File: src/rtl/ysyx_25020037_gpr_sb_pkg.sv
// Shared configuration for the GPR scoreboard: in-flight limits and FSM states.
package ysyx_25020037_gpr_sb_pkg;

  localparam int unsigned SB_MAX_OUT = 4;
  localparam int unsigned SB_CNT_W   = 3;
  localparam int unsigned GPR_N      = 32;
  localparam int unsigned GPR_AW     = 5;

  typedef enum logic [0:0] {
    ST_RUN   = 1'b0,
    ST_DRAIN = 1'b1
  } sb_state_e;

endpackage

File: src/rtl/ysyx_25020037_gpr_sb_cnt.sv
// In-flight instruction counter: clear has priority, inc+dec cancel, dec saturates at 0.
module ysyx_25020037_sb_cnt
  import ysyx_25020037_gpr_sb_pkg::*;
#(
  parameter int unsigned CNT_W = SB_CNT_W
) (
  input  logic             clk,
  input  logic             rst,
  input  logic             i_inc,
  input  logic             i_dec,
  input  logic             i_clr,
  output logic [CNT_W-1:0] o_cnt
);

  logic [CNT_W-1:0] r_cnt;

  // Count update; a decrement at zero holds the counter at zero.
  always_ff @(posedge clk or negedge rst) begin
    if (!rst) begin
      r_cnt <= '0;
    end else if (i_clr) begin
      r_cnt <= '0;
    end else if (i_inc && !i_dec) begin
      r_cnt <= r_cnt + CNT_W'(1);
    end else if (i_dec && !i_inc && (r_cnt != '0)) begin
      r_cnt <= r_cnt - CNT_W'(1);
    end
  end

  assign o_cnt = r_cnt;

endmodule

File: src/rtl/ysyx_25020037_gpr_sb.sv
// GPR scoreboard: tracks pending writes per register, limits in-flight
// instructions, and drains the pipeline on a fence request.
module ysyx_25020037_gpr_sb
  import ysyx_25020037_gpr_sb_pkg::*;
#(
  parameter int unsigned MAX_OUT = SB_MAX_OUT,
  parameter int unsigned CNT_W   = SB_CNT_W
) (
  input  logic                    clk,
  input  logic                    rst,
  input  logic                    idu_valid,
  output logic                    sb_ready,
  input  logic [GPR_AW-1:0]       idu_rs1,
  input  logic [GPR_AW-1:0]       idu_rs2,
  input  logic [GPR_AW-1:0]       idu_rd,
  input  logic                    idu_rs1_en,
  input  logic                    idu_rs2_en,
  input  logic                    idu_rd_wen,
  input  logic                    wbu_valid,
  input  logic [GPR_AW-1:0]       wbu_rd,
  input  logic                    wbu_wen,
  input  logic                    fence_req,
  output logic                    fence_done,
  input  logic                    flush,
  output logic [GPR_N-1:0]        busy_vec,
  output logic [CNT_W-1:0]        outstanding,
  output logic                    sb_err
);

  logic [GPR_N-1:0] r_busy;
  logic [GPR_N-1:0] w_busy_nxt;
  sb_state_e        r_state;
  logic             r_fence_done;
  logic             r_err;
  logic [CNT_W-1:0] w_cnt;
  logic             w_hazard;
  logic             w_room;
  logic             w_ready;
  logic             w_fire;
  logic             w_rel_err;

  // Hazard uses registered busy bits only, so a release is seen one cycle later.
  always_comb begin
    w_hazard = (idu_rs1_en & r_busy[idu_rs1])
             | (idu_rs2_en & r_busy[idu_rs2])
             | (idu_rd_wen & r_busy[idu_rd]);
    w_room   = (w_cnt < CNT_W'(MAX_OUT));
    w_ready  = (r_state == ST_RUN) & ~w_hazard & w_room & ~flush;
    w_fire   = idu_valid & w_ready;
  end

  assign sb_ready = w_ready;

  // Next busy vector: clear on release, then set on issue so a same-cycle set wins; x0 never tracked.
  always_comb begin
    w_busy_nxt = r_busy;
    if (wbu_valid && wbu_wen) begin
      w_busy_nxt[wbu_rd] = 1'b0;
    end
    if (w_fire && idu_rd_wen) begin
      w_busy_nxt[idu_rd] = 1'b1;
    end
    w_busy_nxt[0] = 1'b0;
  end

  // Busy vector register; flush wipes all pending writes.
  always_ff @(posedge clk or negedge rst) begin
    if (!rst) begin
      r_busy <= '0;
    end else if (flush) begin
      r_busy <= '0;
    end else begin
      r_busy <= w_busy_nxt;
    end
  end

  ysyx_25020037_sb_cnt #(
    .CNT_W (CNT_W)
  ) u_cnt (
    .clk   (clk),
    .rst   (rst),
    .i_inc (w_fire),
    .i_dec (wbu_valid),
    .i_clr (flush),
    .o_cnt (w_cnt)
  );

  // RUN/DRAIN sequencing with a registered one-cycle fence_done on drain completion.
  always_ff @(posedge clk or negedge rst) begin
    if (!rst) begin
      r_state      <= ST_RUN;
      r_fence_done <= 1'b0;
    end else if (flush) begin
      r_state      <= ST_RUN;
      r_fence_done <= 1'b0;
    end else begin
      r_fence_done <= 1'b0;
      case (r_state)
        ST_RUN: begin
          if (fence_req) begin
            r_state <= ST_DRAIN;
          end
        end
        ST_DRAIN: begin
          if (w_cnt == '0) begin
            r_state      <= ST_RUN;
            r_fence_done <= 1'b1;
          end
        end
        default: r_state <= ST_RUN;
      endcase
    end
  end

  // Retire with nothing in flight, or release of a register that is not pending.
  assign w_rel_err = wbu_valid &
                     ((w_cnt == '0) |
                      (wbu_wen & (wbu_rd != '0) & ~r_busy[wbu_rd]));

  // Sticky protocol error; only reset clears it.
  always_ff @(posedge clk or negedge rst) begin
    if (!rst) begin
      r_err <= 1'b0;
    end else if (w_rel_err) begin
      r_err <= 1'b1;
    end
  end

  assign busy_vec    = r_busy;
  assign outstanding = w_cnt;
  assign fence_done  = r_fence_done;
  assign sb_err      = r_err;

endmodule

File: config.mk
export PLATFORM = sky130hd
export DESIGN_NAME = ysyx_25020037_gpr_sb
export DESIGN_NICKNAME = d
export VERILOG_FILES = /design/src/rtl/ysyx_25020037_gpr_sb_pkg.sv /design/src/rtl/ysyx_25020037_gpr_sb_cnt.sv /design/src/rtl/ysyx_25020037_gpr_sb.sv
export SDC_FILE = /design/constraint.sdc
export NUM_CORES = 1
export LEC_CHECK = 0
export CORE_MARGIN = 10
export CORE_UTILIZATION = 25
export CTS_BUF_LIST = sky130_fd_sc_hd__clkbuf_8
export CTS_CLUSTER_DIAMETER = 50
export DETAILED_ROUTE_END_ITERATION = 10
export GPL_ROUTABILITY_DRIVEN = 1
export SYNTH_ARGS = -nofsm -noshare
export SYNTH_HDL_FRONTEND = slang
export SYNTH_SLANG_ARGS = --single-unit
export TNS_END_PERCENT = 5
File: constraint.sdc
create_clock -name clk -period 4.4 [get_ports clk]
set_clock_uncertainty 0.2 [all_clocks]
set_input_delay 0.66 -clock clk [delete_from_list [all_inputs] [get_ports clk]]
set_output_delay 0.66 -clock clk [all_outputs]
set_load 0.03 [all_outputs]
[Word level (Yosys, flattened, before mapping)]
Index checks and enable logic that the tools add are counted.
Storage, ports and cells
  input bits: 30
  memories: 0
  memory bits (writable): 0
  ROM bits: 0
  latch bits: 0
  register bits after elaboration: 38
  output and inout bits: 38
  word-level logic and storage cells: 72
Operators by class
  bitwise operators: 20
  add/subtract/negate cells: 2
  shift-type cells: 0
  divide/modulo/power cells: 0
  reductions and logical operators: 13
  equal/unequal tests: 0
  mux-type cells: 25
  magnitude comparators: 7
  multiply operators: 0
Operators with widths (number)
  32-bit two-way mux: 3
  32-bit bitwise AND: 1
  32-bit inverter: 1
  32-bit bitwise OR: 1
  5-bit by 6-bit < comparator with 1-bit output, second input constant: 4
  1-bit binary-select mux with 5-bit select: 4
  1-bit two-way mux: 12
  1-bit bitwise AND: 10
  1-bit demux with 5-bit select: 2
  5-bit by 1-bit >= comparator with 1-bit output, second input constant: 2
  3-bit two-way mux: 3
  1-bit logical AND: 7
  3-bit nonzero test: 2
  5-bit nonzero test: 1
  1-bit inverter: 4
  3-bit by 1-bit adder with 3-bit output, second input constant: 1
  3-bit logical NOT: 1
  3-bit < comparator, second input constant: 1
  1-bit bitwise OR: 3
  3-bit by 1-bit subtractor with 3-bit output, second input constant: 1
  1-bit logical NOT: 2
  1-bit case mux with 2 select lines: 1

[Depth between registers and ports, before layout]
  depth in word-level cells: 16
  depth in mapped cells: 13
  gate-level depth less buffers: 11

[Hierarchy]
From an unflattened synthesis, not the netlist that was laid out.
Second synthesis, totals
  cell total of the unflattened synthesis: 322
  area total of the unflattened synthesis: 3209.3 um^2
Modules (own cells, without submodules)
  ysyx_25020037_gpr_sb: sequential area each 850.8 um^2, cells an instance 297, instances 1, area each 2979.1 um^2
  ysyx_25020037_sb_cnt: sequential area each 75.1 um^2, cells an instance 25, instances 1, area each 230.2 um^2

[Worst setup path after synthesis]
OpenSTA, ideal clock, no wires.
  path type: input-to-reg
  start: in idu_rs2[2]
  end: reg u_cnt.r_cnt[1] (netlist: u_cnt.o_cnt[1])
  library setup time: 0.079 ns
  path slack: 0.911 ns
  data arrival time: 3.210 ns
  stages: 11
  required time: 4.121 ns
  path buffers: 1
  path through: clkbuf_1 -> mux2_2 -> o221ai_1 -> o32ai_1 -> a32oi_1 -> nand4_1 -> nor2_1 -> fa_1 -> or2_2 -> a21o_1 -> a21oi_1
On the way
  longest elaborated chain between the ends: 14
  elaborated cells on any way between the ends: 17
  classes of those cells: mux: 4; bitwise: 8; reduce/logical: 5
Ends and longest elaborated chain
  start: declaration: RTL line ysyx_25020037_gpr_sb.sv:14  | input logic [GPR_AW-1:0] idu_rs2,
  1-bit binary-select mux with 5-bit select *: RTL line ysyx_25020037_gpr_sb.sv:45  | | (idu_rs2_en & r_busy[idu_rs2])
  1-bit two-way mux (implied by the code) *: RTL line ysyx_25020037_gpr_sb.sv:45
  1-bit bitwise AND *: RTL line ysyx_25020037_gpr_sb.sv:45
  1-bit bitwise OR *: RTL line ysyx_25020037_gpr_sb.sv:45
  1-bit bitwise OR *: RTL line ysyx_25020037_gpr_sb.sv:46  | | (idu_rd_wen & r_busy[idu_rd]);
  1-bit inverter *: RTL line ysyx_25020037_gpr_sb.sv:48  | w_ready = (r_state == ST_RUN) & ~w_hazard & w_room & ~flush;
  1-bit bitwise AND * (3 in a row): RTL line ysyx_25020037_gpr_sb.sv:48
  1-bit bitwise AND *: RTL line ysyx_25020037_gpr_sb.sv:49  | w_fire = idu_valid & w_ready;
  1-bit logical NOT: RTL line ysyx_25020037_gpr_sb_cnt.sv:25  | end else if (i_dec && !i_inc && (r_cnt != '0)) begin
  1-bit logical AND (2 in a row): RTL line ysyx_25020037_gpr_sb_cnt.sv:25
  3-bit nonzero test (no line)
  end signal: assignment: RTL line ysyx_25020037_gpr_sb_cnt.sv:24  | r_cnt <= r_cnt + CNT_W'(1);
  end signal: assignment: RTL line ysyx_25020037_gpr_sb_cnt.sv:26  | r_cnt <= r_cnt - CNT_W'(1);
  end: declaration: RTL line ysyx_25020037_gpr_sb_cnt.sv:15  | logic [CNT_W-1:0] r_cnt;
Mark *: on every way between the ends. The rest lies on a longest branch, timed or not. The select of a mux whose other input is x is not followed.
A chain may end at the register's enable or synchronous reset.

[Final worst setup path]
  start: in idu_rs2[1]
  end: reg u_cnt.r_cnt[1] (netlist: u_cnt.o_cnt[1])
The elaborated chain is that of the path after synthesis.

==> flow_metrics.env <==
export IMPL_worst_setup_slack_for_register_to_register_paths_ps=1040
export IMPL_fmax_mhz=246
export IMPL_drcViolationCount=0
export IMPL_antennaDiodeCount=0
export IMPL_min_delay_path_class="in -> async"
export IMPL_antenna_found_initial=0
export IMPL_worstSkewPairLatency_ps=290
export IMPL_clock_tree_htree_level_count=2
export IMPL_globalplace_congestion=0.849
export IMPL_critical_path_required_ps=4410
export IMPL_dieHeight_um=131
export IMPL_status="complete, no violations"
export IMPL_post_cts_buffers=0
export IMPL_synthesis_yosys_warnings=0
export IMPL_row_count=40
export IMPL_synth_cells=337
export IMPL_chipWidth_um=131
export IMPL_ys_dominant_reg_cell="sky130_fd_sc_hd__dfrtp_1"
export IMPL_globalRoute_totalOverflow=0
export IMPL_cts_hold_repair_buffers=0
export IMPL_share_of_final_layout_standard_cells_stronger_than_drive_strength_1_pct=14.1
export IMPL_design_area_um2=3980
export IMPL_crit_end_element="register"
export IMPL_vdd_drop_max_mv=0.109
export IMPL_report_final_hold_viol_count=0
export IMPL_tritoncts="yes"
export IMPL_detailed_place_hpwl_mm=8.56
export IMPL_synth_edf_count=0
export IMPL_route_detailed_wl_per_inst_um=20.5
export IMPL_vias=3022
export IMPL_io_pins=68
export IMPL_timing_rr_start="busy_vec[23]"
export IMPL_async_reset_ff_share_pct=100
export IMPL_area_growth_pct=28.4
export IMPL_detail_route_antenna_nets=0
export IMPL_worstReg2RegEnd="u_cnt.o_cnt[1]"
export IMPL_cts_reportedPaths_clkPinSlew_ps=70
export IMPL_tritoncts_num_buffers=5
export IMPL_power_density_nw_per_um2=218
export IMPL_pin_count_of_the_biggest_net_entering_global_routing=40
export IMPL_layout_nets=421
export IMPL_clkSinkCount=37
export IMPL_totalWireLength_mm=11.5
export IMPL_max_slew_worst_pin_slew_ps=1100
export IMPL_core_area_um2=12100
export IMPL_cts_root_buffer="sky130_fd_sc_hd__clkbuf_8"
export IMPL_start_kind="primary input"
export IMPL_max_capacitance_violation_count=0
export IMPL_post_synth_num_cell_types=56
export IMPL_routed_via_density=5.41
export IMPL_dpl_instance_area_um2=3880
export IMPL_fin_total_pwr_uw=868
export IMPL_drt_first_pass_iters=4
export IMPL_post_cts_resize_count=0
export IMPL_cts_path_max_buffers=2
export IMPL_grt_use_total_pct=13.1
export IMPL_worst_path_max_fanout=10
export IMPL_period_needed_ps=4070
export IMPL_syn_area_per_cell_um2=9.20
export IMPL_wire_length_of_the_first_global_routing_pass_mm=18.4
export IMPL_worst_path_arrival_ps=4080
export IMPL_slew_limit_headroom_pct=25.8
export IMPL_setup_viol=0
export IMPL_drt_first_iter_violations=284
export IMPL_synth_area_um2=3100
export IMPL_ff2ff_path_depth=10
export IMPL_seq_area_frac_synth_pct=29.9
export IMPL_floorplan_die_area_um2=17300
export IMPL_initial_core_utilization_pct=25.7
export IMPL_rsz0062_at_grt="false"
export IMPL_layout_worst_path_cycle_share_pct=92.5
export IMPL_synthesized_netlist_net_count=368
export IMPL_timing_final_max_slew_violations=0
export IMPL_yosys_register_bits=37
export IMPL_via_count_of_the_first_global_routing_pass=3248
export IMPL_power_leakage_nw=1.42
export IMPL_port_buffers=66
export IMPL_critPathKind="in -> reg"
## power by group
part / internal [mW] / switching (mW)
logic: 0.105 / 0.138
clock network: 0.142 / 0.120
registers: 0.350 / 0.0137
## registers in the layout, summed over array words and instances (netlist names)
signal / cells
u_cnt.o_cnt: 3
r_state: 1
fence_done: 1
sb_err: 1
busy_vec: 31
## area by class of cell
cell class | instances | area [um2]
multi-input cells | 268 | 2000
flip-flops and latches | 37 | 926
clock buffers | 7 | 96.3
inverters | 7 | 26.3
clock inverters | 1 | 5.00
well taps | 168 | 210
fillers | 1236 | 8080
repair buffers | 71 | 716
## critical path: stages
cell                              delay, ps
sky130_fd_sc_hd__clkdlybuf4s50_1        780
sky130_fd_sc_hd__mux2_2                 390
sky130_fd_sc_hd__a221oi_1               300
sky130_fd_sc_hd__o32ai_1                130
sky130_fd_sc_hd__a32oi_1                420
sky130_fd_sc_hd__nand4_1                200
sky130_fd_sc_hd__nor2_1                 150
sky130_fd_sc_hd__fa_1                   450
sky130_fd_sc_hd__or2_2                  280
sky130_fd_sc_hd__a21o_1                 180
sky130_fd_sc_hd__a21oi_1                140
## worst max path at each step
stage                          start              to  slack (ps)  cells past startpoint
after floorplan           idu_rs2[2]  u_cnt.o_cnt[1]         910                     11
after global placement    idu_rs2[1]  u_cnt.o_cnt[1]         100                     11
after detailed placement  idu_rs2[1]  u_cnt.o_cnt[1]          -7                     11
after CTS                 idu_rs2[1]  u_cnt.o_cnt[1]         300                     11
after global routing      idu_rs2[1]  u_cnt.o_cnt[1]         100                     11
final                     idu_rs2[1]  u_cnt.o_cnt[1]         330                     11
## logic make-up (layout without fill, tap and decap cells)
kind of cell | Yosys count | after routing | synth area share [%]
and+or+nand+nor | 162 | 162 | 26.0
AOI/OAI and AO/OA | 62 | 62 | 15.3
muxes | 42 | 42 | 22.4
DFF | 37 | 37 | 29.9
buffers and inverters | 32 | 86 | 5.61
adders and majority gates | 1 | 1 | 0.646
other | 1 | 1 | 0.121
## cell usage after synthesis (2+ instances only)
library cell / number / share of area, %
sky130_fd_sc_hd__nand2_1: 83 / 10
sky130_fd_sc_hd__dfrtp_1: 37 / 30
sky130_fd_sc_hd__o22ai_1: 29 / 5.9
sky130_fd_sc_hd__mux4_2: 21 / 15
sky130_fd_sc_hd__mux2i_1: 14 / 4.5
sky130_fd_sc_hd__nor2_1: 14 / 1.7
sky130_fd_sc_hd__clkbuf_1: 12 / 1.5
sky130_fd_sc_hd__nand2b_1: 8 / 1.6
sky130_fd_sc_hd__nor3_1: 8 / 1.3
sky130_fd_sc_hd__inv_1: 7 / 0.85
sky130_fd_sc_hd__nand3_1: 7 / 1.1
sky130_fd_sc_hd__nor2b_1: 7 / 1.4
sky130_fd_sc_hd__buf_6: 6 / 2.2
sky130_fd_sc_hd__mux2_2: 5 / 1.8
sky130_fd_sc_hd__nor3b_1: 5 / 1.2
sky130_fd_sc_hd__o21ai_0: 5 / 0.81
sky130_fd_sc_hd__buf_2: 4 / 0.65
sky130_fd_sc_hd__nand3b_1: 4 / 0.97
sky130_fd_sc_hd__nor4_1: 4 / 0.81
sky130_fd_sc_hd__a21oi_1: 3 / 0.48
sky130_fd_sc_hd__a32oi_1: 3 / 0.85
sky130_fd_sc_hd__and3_1: 3 / 0.61
sky130_fd_sc_hd__and3b_1: 3 / 0.85
sky130_fd_sc_hd__o22ai_2: 3 / 1.2
sky130_fd_sc_hd__or3_1: 3 / 0.61
sky130_fd_sc_hd__or4_4: 3 / 1.1
sky130_fd_sc_hd__a21o_1: 2 / 0.48
sky130_fd_sc_hd__buf_1: 2 / 0.24
sky130_fd_sc_hd__nor4b_1: 2 / 0.57
sky130_fd_sc_hd__o221ai_1: 2 / 0.57
sky130_fd_sc_hd__o32ai_1: 2 / 0.57
sky130_fd_sc_hd__or2_2: 2 / 0.40
## cells in the final DEF (no fill, tap or decap), types with 2 or more instances in the layout
cell type	n
sky130_fd_sc_hd__o22ai_2	3
sky130_fd_sc_hd__nor2_1	14
sky130_fd_sc_hd__clkbuf_8	7
sky130_fd_sc_hd__dfrtp_1	37
sky130_fd_sc_hd__a32oi_1	3
sky130_fd_sc_hd__o22ai_1	29
sky130_fd_sc_hd__or2_2	2
sky130_fd_sc_hd__buf_4	4
sky130_fd_sc_hd__o21ai_0	5
sky130_fd_sc_hd__a21o_1	2
sky130_fd_sc_hd__o32ai_1	2
sky130_fd_sc_hd__nand3_1	7
sky130_fd_sc_hd__nor4b_1	2
sky130_fd_sc_hd__nand3b_1	4
sky130_fd_sc_hd__nand2_1	83
sky130_fd_sc_hd__inv_1	7
sky130_fd_sc_hd__nor3b_1	5
sky130_fd_sc_hd__and3b_1	3
sky130_fd_sc_hd__nand2b_1	8
sky130_fd_sc_hd__clkdlybuf4s50_1	64
sky130_fd_sc_hd__mux4_2	21
sky130_fd_sc_hd__mux2i_1	14
sky130_fd_sc_hd__nor2b_1	7
sky130_fd_sc_hd__and3_1	3
sky130_fd_sc_hd__nor3_1	8
sky130_fd_sc_hd__nor4_1	4
sky130_fd_sc_hd__o221ai_1	2
sky130_fd_sc_hd__or3_1	3
sky130_fd_sc_hd__a21oi_1	3
sky130_fd_sc_hd__buf_12	2
sky130_fd_sc_hd__mux2_2	5
sky130_fd_sc_hd__or4_4	3
## stage by stage
step	hold slack (ps)	cells	setup slack [ps]	utilization [%]	setup TNS, ps
4_1_cts	290	559	298	33.0	0
6_report	271	559	331	33.0	0
3_3_place_gp	256	551	96.9	32.2	0
5_1_grt	301	559	98.3	33.0	0
3_5_place_dp	266	551	-6.63	32.2	-6.63
2_1_floorplan	164	337	911	-	0
## routing by layer
metal  track usage [%]  share of wire [%]  up-vias
li1                  -                  -     1364
met1              16.7                 40     1482
met2              21.4                 49      147
met3              2.02                8.1       29
met4              5.62                3.0        0
met5                 0                  0        -
No activity file was read; power rests on OpenSTA's default activity.
